[src/rtl/ramscan.sv]
`default_nettype none
// ============================================================================
// Module   : ramscan
// Purpose  : Read side of the ADC capture RAM. Arms a capture, waits for the
//            filler to report a full RAM, then displays the 2048-word sample
//            buffer as a 1-bit waveform trace. The RAM is read one screen
//            column at a time, in step with the VGA scan. Each captured frame
//            is held on screen for HOLD_FRAMES video frames before re-arming.
//            Everything runs in the VGA pixel clock domain.
// Revision : 1.0 - initial release
// ----------------------------------------------------------------------------
// Ports:
//   clk            in   1   VGA pixel clock
//   reset          in   1   asynchronous reset, active low
//   r_finished     in   1   one-clk pulse (already in clk domain): RAM full
//   CounterX       in  10   current scan column
//   CounterY       in  10   current scan row
//   inDisplayArea  in   1   scan position is visible
//   ram_q          in  14   RAM read data, valid 1 clk after rd_addr/rd_en
//   capture_enable out  1   enable for the capture-RAM filler
//   rd_addr        out 11   RAM read address
//   rd_en          out  1   RAM read strobe
//   pixel_on       out  1   waveform pixel, 3 clk after its CounterX/CounterY
//   state          out  2   IDLE=0, ARM=1, WAIT_FRAME=2, DISPLAY=3
// ----------------------------------------------------------------------------
// Optional build macro:
//   TRACE_FILL_EN  when defined, each column draws a vertical run between the
//                  previous column's sample row and its own, which gives a
//                  connected trace. When undefined, only the exact sample row
//                  is lit.
// ============================================================================
module ramscan #(
  parameter int H_ACTIVE    = 640,  // visible columns
  parameter int DECIM       = 3,    // RAM words per screen column
  parameter int SKIP        = 16,   // first displayed RAM address
  parameter int Y_OFFSET    = 112,  // screen row of sample code 255
  parameter int HOLD_FRAMES = 30    // video frames per capture (1..255)
) (
  input  logic        clk,
  input  logic        reset,
  input  logic        r_finished,
  input  logic [9:0]  CounterX,
  input  logic [9:0]  CounterY,
  input  logic        inDisplayArea,
  input  logic [13:0] ram_q,
  output logic        capture_enable,
  output logic [10:0] rd_addr,
  output logic        rd_en,
  output logic        pixel_on,
  output logic [1:0]  state
);

  localparam logic [1:0]  c_IDLE       = 2'd0;
  localparam logic [1:0]  c_ARM        = 2'd1;
  localparam logic [1:0]  c_WAIT_FRAME = 2'd2;
  localparam logic [1:0]  c_DISPLAY    = 2'd3;

  localparam logic [10:0] c_H_ACTIVE   = 11'(H_ACTIVE);
  localparam logic [11:0] c_SKIP       = 12'(SKIP);
  localparam logic [11:0] c_DECIM      = 12'(DECIM);
  localparam logic [9:0]  c_Y_OFFSET   = 10'(Y_OFFSET);
  localparam logic [7:0]  c_HOLD       = 8'(HOLD_FRAMES);

  // --------------------------------------------------------------------------
  // Control FSM
  // --------------------------------------------------------------------------
  logic [1:0] r_state;
  logic [1:0] w_state_nxt;
  logic [7:0] r_hold;
  logic [7:0] w_hold_nxt;
  logic       w_frame_start;

  assign w_frame_start = (CounterX == 10'd0) && (CounterY == 10'd0);

  always_comb begin
    w_state_nxt = r_state;
    w_hold_nxt  = r_hold;
    case (r_state)
      c_IDLE: begin
        if (w_frame_start) w_state_nxt = c_ARM;
      end
      c_ARM: begin
        // Capture completion wins over a coincident frame start: the new data
        // is first shown at the frame start that follows.
        if (r_finished) w_state_nxt = c_WAIT_FRAME;
      end
      c_WAIT_FRAME: begin
        if (w_frame_start) begin
          w_state_nxt = c_DISPLAY;
          w_hold_nxt  = c_HOLD;
        end
      end
      c_DISPLAY: begin
        if (w_frame_start) begin
          // A counter of 0 can only come from an out-of-range HOLD_FRAMES.
          // It is treated like 1 so the FSM never stays in DISPLAY forever.
          if (r_hold <= 8'd1) begin
            w_state_nxt = c_ARM;
            w_hold_nxt  = 8'd0;
          end else begin
            w_hold_nxt  = r_hold - 8'd1;
          end
        end
      end
      default: w_state_nxt = c_IDLE;
    endcase
  end

  always_ff @(posedge clk or negedge reset) begin
    if (!reset) begin
      r_state <= c_IDLE;
      r_hold  <= 8'd0;
    end else begin
      r_state <= w_state_nxt;
      r_hold  <= w_hold_nxt;
    end
  end

  assign state          = r_state;
  assign capture_enable = (r_state == c_ARM);

  // --------------------------------------------------------------------------
  // Stage 1: read address and strobe
  // --------------------------------------------------------------------------
  // The read qualifier uses the next state, so the scan sample that carries
  // the frame start sees the same state the FSM moves into. The last frame
  // before re-arming therefore never reads a word while the filler is
  // writing, and the first displayed frame includes its column 0.
  logic [11:0] w_addr_full;
  logic        w_rd;
  logic        r_rd_en;
  logic [10:0] r_rd_addr;
  logic [9:0]  r_y1;

  assign w_addr_full = c_SKIP + 12'(CounterX) * c_DECIM;
  assign w_rd        = (w_state_nxt == c_DISPLAY) && inDisplayArea &&
                       ({1'b0, CounterX} < c_H_ACTIVE) && !w_addr_full[11];

  always_ff @(posedge clk or negedge reset) begin
    if (!reset) begin
      r_rd_en   <= 1'b0;
      r_rd_addr <= 11'd0;
      r_y1      <= 10'd0;
    end else begin
      r_rd_en <= w_rd;
      r_y1    <= CounterY;
      if (w_rd) r_rd_addr <= w_addr_full[10:0];
    end
  end

  assign rd_en   = r_rd_en;
  assign rd_addr = r_rd_addr;

  // --------------------------------------------------------------------------
  // Stage 2: RAM data arrives; scan row and strobe are delayed to match it
  // --------------------------------------------------------------------------
  logic       r_en2;
  logic [9:0] r_y2;
  logic [9:0] w_row;
  logic       w_hit;
  logic       w_unused_lsbs;

  // Inverting the 8-bit code computes 255 - code, so high voltage is drawn
  // near the top of the trace window.
  assign w_row         = c_Y_OFFSET + {2'b00, ~ram_q[13:6]};
  assign w_unused_lsbs = &{1'b0, ram_q[5:0]};

  always_ff @(posedge clk or negedge reset) begin
    if (!reset) begin
      r_en2 <= 1'b0;
      r_y2  <= 10'd0;
    end else begin
      r_en2 <= r_rd_en;
      r_y2  <= r_y1;
    end
  end

`ifdef TRACE_FILL_EN
  logic       r_col0_1;
  logic       r_col0_2;
  logic [9:0] r_prev_row;
  logic [9:0] w_prev_eff;
  logic [9:0] w_lo;
  logic [9:0] w_hi;

  always_ff @(posedge clk or negedge reset) begin
    if (!reset) begin
      r_col0_1   <= 1'b0;
      r_col0_2   <= 1'b0;
      r_prev_row <= 10'd0;
    end else begin
      r_col0_1 <= (CounterX == 10'd0);
      r_col0_2 <= r_col0_1;
      if (r_en2) r_prev_row <= w_row;
    end
  end

  // The first column of a line starts its own run. Without this, the line
  // would connect to the last sample of the previous line.
  assign w_prev_eff = r_col0_2 ? w_row : r_prev_row;
  assign w_lo       = (w_prev_eff < w_row) ? w_prev_eff : w_row;
  assign w_hi       = (w_prev_eff < w_row) ? w_row : w_prev_eff;
  assign w_hit      = (r_y2 >= w_lo) && (r_y2 <= w_hi);
`else
  assign w_hit      = (r_y2 == w_row);
`endif

  // --------------------------------------------------------------------------
  // Stage 3: pixel output
  // --------------------------------------------------------------------------
  logic r_pixel;

  always_ff @(posedge clk or negedge reset) begin
    if (!reset) r_pixel <= 1'b0;
    else        r_pixel <= r_en2 && w_hit;
  end

  assign pixel_on = r_pixel;

endmodule
`default_nettype wire
[config.mk]
export PLATFORM = sky130hd
export DESIGN_NAME = ramscan
export DESIGN_NICKNAME = d
export VERILOG_FILES = /design/src/rtl/ramscan.sv
export SDC_FILE = /design/constraint.sdc
export NUM_CORES = 1
export LEC_CHECK = 0
export BUFFER_PORTS_ARGS = -buffer_cell sky130_fd_sc_hd__clkbuf_2
export CORE_MARGIN = 1
export CORE_UTILIZATION = 58
export DETAILED_ROUTE_END_ITERATION = 8
export GPL_ROUTABILITY_DRIVEN = 1
export PLACE_DENSITY = 0.85
export SYNTH_ARGS = -nofsm -noshare
export SYNTH_HDL_FRONTEND = slang
export SYNTH_SLANG_ARGS = --single-unit
[constraint.sdc]
create_clock -name clk -period 3.65 [get_ports clk]
set_input_delay 0.73 -clock clk [delete_from_list [all_inputs] [get_ports clk]]
set_output_delay 0.73 -clock clk [all_outputs]
set_load 0.01 [all_outputs]
==> results_dict.tcl <==
set metrics [dict create \
    place.detailed.hpwl_mm 3.347 \
    grt_max_degree 45 \
    wl_met2_mm 2.254 \
    die_area_um2 4305 \
    power.leakage_nw 1.380 \
    intPower_mw 0.6941 \
    cp_top_family "compound AO/OA/AOI/OAI gates" \
    die_h_um 65.62 \
    wirelength_mm 4.247 \
    synth.top_cell.area_share_pct 46.91 \
    clockPowerShare_pct 32.3 \
    drtIter0Drc 46 \
    syn_nets 263 \
    cts_hold_buffers 0 \
    grt_antenna_before_repair 0 \
    synth-warning-count 0 \
    maxCapViolations 0 \
    place_ws_ns 0.2491 \
    cts_buffers 5 \
    yosys-top-cells-area "dfrtp_1 (47%), ha_1 (14%), mux2_4 (5.8%)" \
    grt_pass1_wl_mm 7.079 \
    dp.cells 290 \
    setup_viol 0 \
    rows 22 \
    worst_slew_pin_slew_ns 1.042 \
    gp_congestion 0.7845 \
    vias 1650 \
    slew_headroom_pct 30.56 \
    highest_layer "met4" \
    drive_gt1_share_pct 28.00 \
    cpMaxStageDelayCell "a311oi_2" \
    worstSetupPathType "input port to flop" \
    cp-start-kind "input port" \
    insertion_delay_ns 0.29 \
    wirelength_met1_mm 1.852 \
    power_frac_seq_pct 53.4 \
    vias_per_cell 5.537 \
    cp_data_arrival_time_ns 3.26 \
    power.density_nw_per_um2 345.7 \
    timing.hold.ws_ns 0.3525 \
    die_w_um 65.62 \
    clockBufferDepth 2 \
    period_share_pct 84.22 \
    firstDrtPassIters 4 \
    crit_chain "clkbuf_2 -> inv_1 -> ha_1 -> ha_1 -> a21o_1 -> a21oi_1 -> a31oi_1 -> a311oi_2 -> buf_4 -> mux2_2" \
    p_comb_share_pct 14.3 \
    final-max-slew-violation-count 0 \
    power_mw 0.9399 \
    synth_edf_count 0 \
    clk_pin_slew_ns 0.08 \
    synth-seq-cells 44 \
    worstSetupEndpointType "flop" \
    syn_area_per_cell_um2 11.85 \
    design_area_um2 2719 \
    htree_levels 2 \
    worst_path_largest_cell_delay_ns 0.42 \
    async_flop_share_pct 100.0 \
    synth_seq_area_share_pct 46.91 \
    syn-instance-count 198 \
    wl_per_cell_um 14.25 \
    design.core.area_um2 3771 \
    path_buf_inv 3 \
    ctsRootBufferMaster "clkbuf_8" \
    final_cell_mix "clkbuf_2 (47), dfrtp_1 (44), ha_1 (26)" \
    min_path_type "flop to flop" \
    layout_setup_ws_ns 0.5760 \
    cp_common_cell "ha_1" \
    synthFlopType "dfrtp_1" \
    stdcell_count 298 \
    hold_viol_final 0 \
    required_ns 3.83 \
    cts_sinks 44 \
    gr-total-overflow 0 \
    synth_area_um2 2347 \
    max_freq_ghz 0.3253 \
    grt_pass1_vias 1590 \
    grt_setup_unrepaired "no" \
    fin_util_pct 72.10 \
    ys_types 46 \
    met3_length_um 127 \
    drc 0 \
    tritoncts "yes" \
    syn_to_final_growth_pct 15.83 \
    place_area_um2 2626 \
    vdd.ir_drop.worst_mv 0.1879 \
    worstPathMaxFanout 10 \
    status "finished, final reports clean" \
    fin_tns_setup_ns 0 \
    p_switching_mw 0.2458 \
    cts_resized 0 \
    ant_nets 0 \
    initial_core_util_pct 62.24 \
    layout_commonest_cell "clkbuf_2" \
    final_nets 314 \
    fin_crit_ns 3.074 \
    grtUsageTotal_pct 22.11 \
    io_pins 54 \
    synth_top_area_cell "dfrtp_1" \
    postCtsSetupBuffers 0 \
    clock_skew_ns 0.004467 \
    port_buffers 47 \
    antenna_cells 0 \
    swShare_pct 26.15 \
]
==> power groups by stage <==
stage | Combinational [mW] | Sequential (mW) | Clock, mW
after floorplan | 0.0836 | 0.511 | 0
after global placement | 0.126 | 0.512 | 0
after detailed placement | 0.135 | 0.512 | 0
after CTS | 0.135 | 0.502 | 0.309
after global routing | 0.150 | 0.503 | 0.334
final | 0.134 | 0.502 | 0.304
==> flip-flops by register name, indices dropped and copies added (netlist names) <==
signal	flops
pixel_on	1
r_y2	10
r_hold	8
r_y1	10
state	2
rd_addr	11
rd_en	1
r_en2	1
==> metal layers <==
metal / GRT usage, % / up-vias
met4: 4.891 / 0
met3: 4.340 / 2
met1: 27.45 / 804
li1: - / 806
met2: 39.56 / 38
met5: 0 / -
==> final timing paths <==
kind / slack [ns] / end / start / depth (start not counted)
max: 0.58 / rd_addr[0] / CounterX[2] / 10
min: 0.35 / r_y2[7] / r_y1[7] / 0
min in group asynchronous: 0.60 / rd_addr[4] / reset / 1
max in group asynchronous: 2.41 / pixel_on / reset / 1
min reg2reg: 0.35 / r_y2[7] / r_y1[7] / 0
max reg2reg: 1.33 / rd_addr[0] / r_hold[0] / 8
==> Yosys cell counts, types with 5 or more instances <==
cell / number
o21ai_0: 12
nand3_1: 5
ha_1: 26
xor2_1: 10
dfrtp_1: 44
a22o_1: 5
mux2_4: 9
xnor2_1: 7
nand2_1: 7
a21oi_1: 5
nor2_1: 5
inv_1: 19
==> final cells by class <==
cell class              count  area [µm²]
clock buffers               5       68.82
clock inverters             3       23.77
fillers                   263        1052
inverters                  19       71.32
multi-input cells         131        1151
flip-flops and latches     44        1101
well taps                  48       60.06
repair buffers             48       242.7
==> logic make-up (layout without fill, tap and decap cells) <==
logic type,Yosys count,count (layout),synth area share [%]
AND/OR/NAND/NOR,39,39,10.45
flip-flops,44,44,46.91
buffers and inverters,23,75,4.051
XOR/XNOR,17,17,6.343
multiplexers,12,12,7.143
adder cells (fa/ha/maj),27,27,14.71
AO/OA/AOI/OAI,36,36,10.39
(Power assumes the default switching activity.)
